==> src/rtl/sensor_humedad_pkg.sv <==
// Shared definitions for the soil-moisture front end.
// Holds the default clock rate, helpers that derive the cycle counts
// (sample period P and lockout length), the lockout FSM encoding and
// the probe polarity.
package sensor_humedad_pkg;

  localparam int unsigned CLK_HZ_DEF = 50_000_000;

  // Sample period in clock cycles: P = CLK_HZ/1000*MUESTRA_MS.
  function automatic int unsigned ciclos_muestra(input int unsigned clk_hz,
                                                 input int unsigned ms);
    return clk_hz / 1000 * ms;
  endfunction

  // Lockout length in clock cycles, on the pump's 36-bit timebase.
  function automatic logic [35:0] ciclos_bloqueo(input int unsigned clk_hz,
                                                 input int unsigned seg);
    return 36'(clk_hz) * 36'(seg);
  endfunction

  localparam int unsigned P_DEF       = ciclos_muestra(CLK_HZ_DEF, 100);
  localparam logic [35:0] BLOQUEO_DEF = ciclos_bloqueo(CLK_HZ_DEF, 20);

  typedef enum logic [1:0] {
    LIBRE   = 2'd0,
    BOMBEO  = 2'd1,
    BLOQUEO = 2'd2
  } estado_t;

  // Comparator output level meaning "dry soil".
  localparam logic SECO = 1'b1;

endpackage

==> src/rtl/sensor_humedad_generador_tic.sv <==
// Free-running prescaler producing a one-cycle tick every PERIODO cycles.
// Ports:
//   i_clk   - clock
//   i_rst_n - asynchronous active-low reset
//   o_tic   - high for one cycle when the count reaches PERIODO-1
module generador_tic #(
  parameter int unsigned PERIODO = 10
) (
  input  logic i_clk,
  input  logic i_rst_n,
  output logic o_tic
);

  localparam int unsigned ANCHO = (PERIODO > 1) ? $clog2(PERIODO) : 1;
  localparam logic [ANCHO-1:0] ULTIMO = ANCHO'(PERIODO - 1);

  logic [ANCHO-1:0] r_cuenta;

  assign o_tic = (r_cuenta == ULTIMO);

  always_ff @(posedge i_clk or negedge i_rst_n) begin
    if (!i_rst_n) begin
      r_cuenta <= '0;
    end else if (o_tic) begin
      r_cuenta <= '0;
    end else begin
      r_cuenta <= r_cuenta + ANCHO'(1);
    end
  end

endmodule

==> src/rtl/sensor_humedad.sv <==
// Soil-moisture front end: synchronizes the probe comparator, counts dry
// samples over a window of VENTANA ticks, applies hysteresis to produce the
// irrigation request, and suppresses the request while the pump runs and
// during a soak-in lockout after each pump cycle.
// Ports:
//   clk            - system clock
//   rst_n          - asynchronous active-low reset
//   sensor_raw     - asynchronous probe comparator output (1 = dry)
//   bomba_n        - pump status, synchronous, active-low (0 = pump on)
//   activar        - registered irrigation request
//   muestra_valida - one-cycle pulse after each completed window
//   conteo_seco    - dry-sample count of the last completed window
//   bloqueado      - registered "pump running or in lockout"
module sensor_humedad
  import sensor_humedad_pkg::*;
#(
  parameter int unsigned CLK_HZ     = CLK_HZ_DEF,
  parameter int unsigned MUESTRA_MS = 100,
  parameter int unsigned VENTANA    = 8,
  parameter int unsigned UMBRAL_ON  = 6,
  parameter int unsigned UMBRAL_OFF = 2,
  parameter int unsigned BLOQUEO_S  = 20
) (
  input  logic       clk,
  input  logic       rst_n,
  input  logic       sensor_raw,
  input  logic       bomba_n,
  output logic       activar,
  output logic       muestra_valida,
  output logic [3:0] conteo_seco,
  output logic       bloqueado
);

  localparam int unsigned P           = ciclos_muestra(CLK_HZ, MUESTRA_MS);
  localparam logic [35:0] FIN_BLOQUEO = ciclos_bloqueo(CLK_HZ, BLOQUEO_S) - 36'd1;
  localparam logic [3:0]  ULT_MUESTRA = 4'(VENTANA - 1);
  localparam logic [3:0]  UMB_ON      = 4'(UMBRAL_ON);
  localparam logic [3:0]  UMB_OFF     = 4'(UMBRAL_OFF);

  logic        r_sync1;
  logic        r_s_sync;
  logic        w_tic;
  logic        w_seco;
  logic [3:0]  w_suma;
  logic [3:0]  r_acum;
  logic [3:0]  r_indice;
  logic        r_fin;
  estado_t     r_estado;
  estado_t     w_estado_sig;
  logic [35:0] r_cnt_bloq;
  logic [35:0] w_cnt_sig;

  // Two-flop synchronizer for the asynchronous probe output.
  always_ff @(posedge clk or negedge rst_n) begin
    if (!rst_n) begin
      r_sync1  <= 1'b0;
      r_s_sync <= 1'b0;
    end else begin
      r_sync1  <= sensor_raw;
      r_s_sync <= r_sync1;
    end
  end

  generador_tic #(
    .PERIODO(P)
  ) u_tic (
    .i_clk  (clk),
    .i_rst_n(rst_n),
    .o_tic  (w_tic)
  );

  assign w_seco = (r_s_sync == SECO);
  assign w_suma = r_acum + {3'b000, w_seco};

  // Window accumulation. r_fin marks the window-complete cycle, one cycle
  // after the closing tick, so hysteresis sees the freshly loaded count.
  always_ff @(posedge clk or negedge rst_n) begin
    if (!rst_n) begin
      r_acum      <= '0;
      r_indice    <= '0;
      conteo_seco <= '0;
      r_fin       <= 1'b0;
    end else begin
      r_fin <= 1'b0;
      if (w_tic) begin
        if (r_indice == ULT_MUESTRA) begin
          conteo_seco <= w_suma;
          r_acum      <= '0;
          r_indice    <= '0;
          r_fin       <= 1'b1;
        end else begin
          r_acum   <= w_suma;
          r_indice <= r_indice + 4'd1;
        end
      end
    end
  end

  // Lockout FSM state register.
  always_ff @(posedge clk or negedge rst_n) begin
    if (!rst_n) begin
      r_estado   <= LIBRE;
      r_cnt_bloq <= '0;
    end else begin
      r_estado   <= w_estado_sig;
      r_cnt_bloq <= w_cnt_sig;
    end
  end

  // The lockout counter only runs in BLOQUEO; every other state holds it
  // at zero, which also clears it on the BOMBEO -> BLOQUEO transition.
  always_comb begin
    w_estado_sig = r_estado;
    w_cnt_sig    = '0;
    case (r_estado)
      LIBRE: begin
        if (!bomba_n) w_estado_sig = BOMBEO;
      end
      BOMBEO: begin
        if (bomba_n) w_estado_sig = BLOQUEO;
      end
      BLOQUEO: begin
        if (!bomba_n) begin
          w_estado_sig = BOMBEO;
        end else if (r_cnt_bloq == FIN_BLOQUEO) begin
          w_estado_sig = LIBRE;
        end else begin
          w_cnt_sig = r_cnt_bloq + 36'd1;
        end
      end
      default: w_estado_sig = LIBRE;
    endcase
  end

  // Output register. Suppression takes priority over hysteresis; a window
  // that completes while the FSM is leaving LIBRE may not raise the request,
  // so the pump-on edge never produces a one-cycle activar glitch.
  always_ff @(posedge clk or negedge rst_n) begin
    if (!rst_n) begin
      activar        <= 1'b0;
      muestra_valida <= 1'b0;
      bloqueado      <= 1'b0;
    end else begin
      muestra_valida <= r_fin;
      bloqueado      <= (r_estado != LIBRE);
      if (r_estado != LIBRE) begin
        activar <= 1'b0;
      end else if (r_fin) begin
        if ((conteo_seco >= UMB_ON) && (w_estado_sig == LIBRE)) begin
          activar <= 1'b1;
        end else if (conteo_seco <= UMB_OFF) begin
          activar <= 1'b0;
        end
      end
    end
  end

endmodule

==> config.mk <==
export PLATFORM = sky130hd
export DESIGN_NAME = sensor_humedad
export DESIGN_NICKNAME = d
export VERILOG_FILES = /design/src/rtl/sensor_humedad_pkg.sv /design/src/rtl/sensor_humedad_generador_tic.sv /design/src/rtl/sensor_humedad.sv
export SDC_FILE = /design/constraint.sdc
export NUM_CORES = 1
export LEC_CHECK = 0
export ABC_AREA = 0
export CORE_ASPECT_RATIO = 0.6
export CORE_MARGIN = 2
export CORE_UTILIZATION = 61
export CTS_CLUSTER_DIAMETER = 80
export CTS_CLUSTER_SIZE = 20
export DETAILED_ROUTE_END_ITERATION = 6
export PLACE_DENSITY = 0.79
export REMOVE_ABC_BUFFERS = 1
export SYNTH_ARGS = -nofsm -noshare
export SYNTH_HDL_FRONTEND = slang
export SYNTH_SLANG_ARGS = --single-unit
export TNS_END_PERCENT = 1
==> constraint.sdc <==
create_clock -name clk -period 3.05 [get_ports clk]
set_input_delay 0.61 -clock clk [delete_from_list [all_inputs] [get_ports clk]]
set_output_delay 0.61 -clock clk [all_outputs]
set_load 0.01 [all_outputs]
==> reports/metrics.cfg, run 1 <==
[timing]
setup_tns_ps=0
report.final.hold_viol_count=0
skew_ps=8.751
slew_violations=0
setup_ws_ps=817.0
fin_crit_sh_pct=73.21
relSlewSlack_pct=34.97
tightest_slew_ps=975.5
rsz0062_at_grt=false
setup_viol=0
post-route-min-period_ps=2233
fmax_ghz=0.4478

[yosys]
yosysWarnings=0
yosys.cell_types.count=41
synth.top_cell.area_share_pct=53.00
seq_area_frac_synth_pct=53.00
synth_edf_count=0
synthesis.area_sq_um=3730
yosys-top-cells-area=dfrtp_1 (53%), xnor2_1 (8.9%), nor2_1 (5.8%), nand3_1 (3.5%), xor2_1 (3.3%)
syn_avg_cell_area_sq_um=10.22
postSynth.asyncResetShare_pct=100.0
synth_largest_area_cell=dfrtp_1
synth.ff_latch_count=79
ys.flop_type=dfrtp_1
yosysMostFrequentCell=dfrtp_1
synthTopCellsByCount=dfrtp_1 (79), nor2_1 (58), xnor2_1 (38)
postSynthCellCount=365

[place]
io_buffer_count=10
routabilityCongestion=0.8523
hpwl_mm=4.635
pre_cts_ws_ps=852.1

[layout]
seq_area_sq_um=1977
area_growth_pct=10.10
drive_above_1_share_pct=7.612
fillers=475
fin_nets=386
diodes=0
multi_input_area_sq_um=1668

[worst_setup_path]
worstPathArrival_ps=2500
worstReg2RegStart=r_cnt_bloq[12]
crit_fanout=7
rrSetupSlack_ps=820
cp_data_required_time_ps=3310
reg2reg_to=r_cnt_bloq[31]
cp-start-kind=flip-flop
endpoint_kind=flip-flop
worst-setup-path-type=flip-flop to flip-flop
endpoint=r_cnt_bloq[31]
startpoint=r_cnt_bloq[12]
r2r_cells=5

[power_and_ir_drop]
clock_power_share_pct=41.1
irDropWorstVdd_uv=224.2
p_sw_mw=0.3818
p_int_mw=1.481
p_comb_share_pct=2.2
switching_share_pct=20.50
p_per_area_nw_per_um2=453.5
p_seq_share_pct=56.7
p_leak_nw=1.671

[grt]
grt_max_degree=80
grt_usage_pct=22.73
antenna_found_initial=0
grt_first_pass_wirelength_mm=12.14
grt-ovfl-total=0
grt_pass1_vias=2545

[clock_tree]
clk_latency_ps=340
cts_hold_buffers=0
htree_levels=3
cts_setup_buffers=0
tritoncts.num_buffers=9
clockRootBuffer=clkbuf_8
clk_pin_slew_ps=80
ctsResizeCount=0
cts_tree=yes
clock_path_buffers=2
cts_sinks=79

[drt]
drc=0
firstDrtPassIters=4
ant_nets=0
avgViaCountPerCell=5.570
drt-initial-drc-count=153
routed_wl_mm=6.825
wire_per_inst_um=14.68
vias=2590

[floorplanning]
die_height_um=64.57
die_w_um=105.0
dieArea_sq_um=6777
pin_count=11
start_util_pct=62.16
rows=22
core_area_sq_um=6001

[outcome]
outcome=finished clean

[worst_hold_path]
whs_path_depth=0
min_path_type=flip-flop to flip-flop

[run]
drv_cap=0

metal layers:
| layer | GRT usage, % | up-vias | wire length (um) |
|---|---|---|---|
| met5 | 0 | - | 0 |
| met4 | 6.833 | 0 | 43 |
| met3 | 6.439 | 4 | 373 |
| met2 | 31.74 | 60 | 2878 |
| met1 | 34.40 | 1248 | 3530 |
| li1 | - | 1278 | - |
cell families after synthesis:
kind of cell | count (synthesis) | share of synthesized area (%)
AOI/OAI and AO/OA | 18 | 2.986
xor gates and xnor gates | 52 | 12.21
adders and majority gates | 5 | 1.677
buffers and inverters | 20 | 2.281
DFF | 79 | 53.00
muxes | 9 | 2.650
and+or+nand+nor | 182 | 25.19
power groups by stage:
stage | logic (mW) | clock network (mW) | registers (mW)
global placement | 0.0426 | 0 | 1.08
finish | 0.0413 | 0.765 | 1.06
global route | 0.0477 | 0.836 | 1.06
detailed placement | 0.0432 | 0 | 1.08
floorplan | 0.00883 | 0 | 1.08
CTS | 0.0433 | 0.789 | 1.06
cell usage in the layout, fill, tap and decap left out, types with 5 or more instances in the layout:
cell type        synthesis  layout
dfrtp_1                 79      79
nor2_1                  58      58
xnor2_1                 38      38
nand2_1                 27      27
nand3_1                 26      26
nand4_1                 14      14
xor2_1                  14      14
nor3_1                  11      11
clkbuf_8                 0      11
inv_1                    9       9
clkdlybuf4s50_1          0       9
nor4_1                   8       8
o21ai_0                  7       7
and3_1                   6       6
and4_1                   6       6
mux2_2                   6       6
or3_1                    5       5
a21oi_1                  5       5
ha_1                     5       5
worst min path at each step:
stage / endpoint / from / slack, ps
finish: r_s_sync / r_sync1 / 360
global route: r_s_sync / r_sync1 / 360
CTS: r_s_sync / r_sync1 / 360
detailed placement: r_s_sync / r_sync1 / 340
global placement: r_s_sync / r_sync1 / 330
floorplan: activar / rst_n / 310
sequential cells by signal, indices dropped and copies added (netlist names), 2 cells and up:
name	flops
r_cnt_bloq	36
r_acum	4
r_indice	4
u_tic.r_cuenta	23
r_estado	2
conteo_seco	4
worst max-delay path, cell delays in order (launching register included):
cell and delay, ps:
dfrtp_1 490, nand4_2 170, or4_1 690, or2_4 340, or3_1 320, a21oi_1 160
through the flow:
step	total power, mW	cells	cell area [sq um]	utilization (%)	hold slack, ps
5_1_grt	1.939	465	4106	68.43	362.6
6_report	1.862	465	4106	68.43	356.4
3_3_place_gp	1.119	450	3909	65.14	334.0
3_5_place_dp	1.119	450	3909	65.14	341.1
4_1_cts	1.887	465	4106	68.43	359.4
2_1_floorplan	1.086	354	3679	-	314.4
cell type report:
type,instances,share of cell area [%]
tap,84,2.559
inverter,9,0.8227
clock inverter,3,1.036
clock buffer,12,3.778
multi-input combinational,266,40.62
sequential,79,48.14
timing repair buffer,12,3.047
No activity file was read; power rests on OpenSTA's default activity.
==> run 2: changes to the inputs <==
--- a/config.mk
+++ b/config.mk
@@ -8,11 +8,11 @@
 export ABC_AREA = 0
 export CORE_ASPECT_RATIO = 0.6
 export CORE_MARGIN = 2
-export CORE_UTILIZATION = 61
+export CORE_UTILIZATION = 55
 export CTS_CLUSTER_DIAMETER = 80
 export CTS_CLUSTER_SIZE = 20
 export DETAILED_ROUTE_END_ITERATION = 6
-export PLACE_DENSITY = 0.79
+export PLACE_DENSITY = 0.75
 export REMOVE_ABC_BUFFERS = 1
 export SYNTH_ARGS = -nofsm -noshare
 export SYNTH_HDL_FRONTEND = slang
==> constraint.sdc (replaced) <==
create_clock -name clk -period 2.05 [get_ports clk]
set_input_delay 0.41 -clock clk [delete_from_list [all_inputs] [get_ports clk]]
set_output_delay 0.41 -clock clk [all_outputs]
set_load 0.01 [all_outputs]
==> reports/metrics.cfg, run 2 (synthesized netlist as in run 1, its figures left out) <==
[outcome]
outcome=finished clean

[timing]
setup_ws_ps=28.59
skew_ps=6.838
rsz0062_at_grt=true
fin_crit_sh_pct=98.61
report.final.hold_viol_count=0
fmax_ghz=0.4947
setup_viol=0
relSlewSlack_pct=71.49
whs_ps=348.5
slew_violations=0
post-route-min-period_ps=2021
tightest_slew_ps=423.7

[drt]
avgViaCountPerCell=5.539
firstDrtPassIters=4
wire_per_inst_um=15.42
vias=2814
drt-initial-drc-count=270
ant_nets=0
drc=0
routed_wl_mm=7.833

[power_and_ir_drop]
p_leak_nw=1.949
p_per_area_nw_per_um2=731.7
irDropWorstVdd_uv=495.1
p_total_mw=3.374

[worst_setup_path]
cp-start-kind=flip-flop
path_cells=ha_2 -> inv_1 -> or2_4 -> nor4_4 -> and4b_2 -> mux2_2
cp_data_required_time_ps=2270
endpoint_kind=flip-flop
cpPeakStageDelay_ps=370
worst-setup-path-type=flip-flop to flip-flop
crit_fanout=5
worstPathArrival_ps=2240
cp_slowest_cell=dfrtp_1
critPathTopFamily=simple AND/OR/NAND/NOR gates
path_buf_inv=1

[floorplanning]
start_util_pct=56.35
rows=23
core_area_sq_um=6619
die_w_um=110.3
pin_count=11
dieArea_sq_um=7478
die_height_um=67.79

[place]
routabilityCongestion=0.9184
hpwl_mm=5.398
io_buffer_count=10
placement.cell_area_sq_um=4210
pre_cts_ws_ps=-59.81

[clock_tree]
cts_setup_buffers=0
cts_sinks=79
htree_levels=3
clk_pin_slew_ps=60
tritoncts.num_buffers=9
clockRootBuffer=clkbuf_16
clock_path_buffers=2
cts_tree=yes
clk_latency_ps=340

[layout]
regMostFlops=r_cnt_bloq
area_growth_pct=23.65
final_cell_mix=dfrtp_1 (77), nor2_1 (58), xnor2_1 (38), buf_4 (38), nand2_1 (27)
final_common_cell=dfrtp_1
top_regs=r_cnt_bloq: 36 flops, u_tic.r_cuenta: 23 flops
fin_nets=425
diodes=0
fin_area_sq_um=4612
largest_reg_flops=36
drive_above_1_share_pct=19.48

[grt]
antenna_found_initial=0
grt_first_pass_wirelength_mm=13.23
grt-ovfl-total=0
grt_max_degree=41
grt_pass1_vias=2760
grt_usage_pct=23.76

[worst_hold_path]
min_path_type=flip-flop to flip-flop

[run]
drv_cap=0

-- run 2: changes by cell type in the layout (fill, tap and decap cells not counted), sizes merged --
cell	delta
buf	+38
clkinv	+2
clkinvlp	-1
inv	+1
bufinv	+1
dlygate4sd3	+1
clkbuf	-2
-- run 2: per-stage QoR --
stage	util, %	setup TNS (ps)	cells
global route	69.68	-101.6	508
global placement	63.61	0	491
detailed placement	63.61	-1588	491
finish	69.68	0	508
CTS	69.11	0	508
floorplan	-	-11810	354
-- run 2: worst paths after layout --
| kind | slack [ps] | startpoint | to | cells after the start |
|---|---|---|---|---|
| setup / recovery | 30 | u_tic.r_cuenta[1] | conteo_seco[0] | 6 |
| hold / removal | 350 | r_sync1 | r_s_sync | 0 |
| setup reg to reg | 30 | u_tic.r_cuenta[1] | conteo_seco[0] | 6 |
| max in group asynchronous | 950 | rst_n | r_cnt_bloq[16] | 3 |
| hold reg to reg | 350 | r_sync1 | r_s_sync | 0 |
| min in group asynchronous | 510 | rst_n | activar | 2 |
-- run 2: layout make-up --
cell class / count / area (sq um)
multi-input combinational: 266 / 1723
tap: 87 / 108.9
fill: 477 / 2007
sequential: 79 / 1979
timing repair buffer: 51 / 436.7
clock buffer: 10 / 239.0
clock inverter: 6 / 91.34
inverter: 9 / 33.78
-- run 2: worst reg2reg max path: cells and delay by family, from the launching register on --
kind | cells | cell delay (ps)
buffers and inverters | 1 | 50
flip-flops | 1 | 370
adder cells (fa/ha/maj) | 1 | 190
AND/OR/NAND/NOR | 3 | 940
multiplexers | 1 | 350
-- run 2: repair_timing --
action,CTS,global route
endpoints found under the setup margin,37,40
hold endpoints to repair,20,0
pin swaps,0,3
resized for setup,4,11
hold buffers,1,0
-- run 2: metal layers --
metal  GRT usage [%]  share of wire, %  vias up
met5               0                 0        -
met4           8.438               1.2        0
met3           7.046               5.1       10
met2           34.20                43       74
met1           34.11                50     1366
li1                -                 -     1364
-- run 2: where the power goes --
part	switching, mW	leakage, nW	internal, mW
logic	0.0494	0.710	0.0239
registers	0.00510	1.08	1.57
clock network	0.624	0.163	1.10
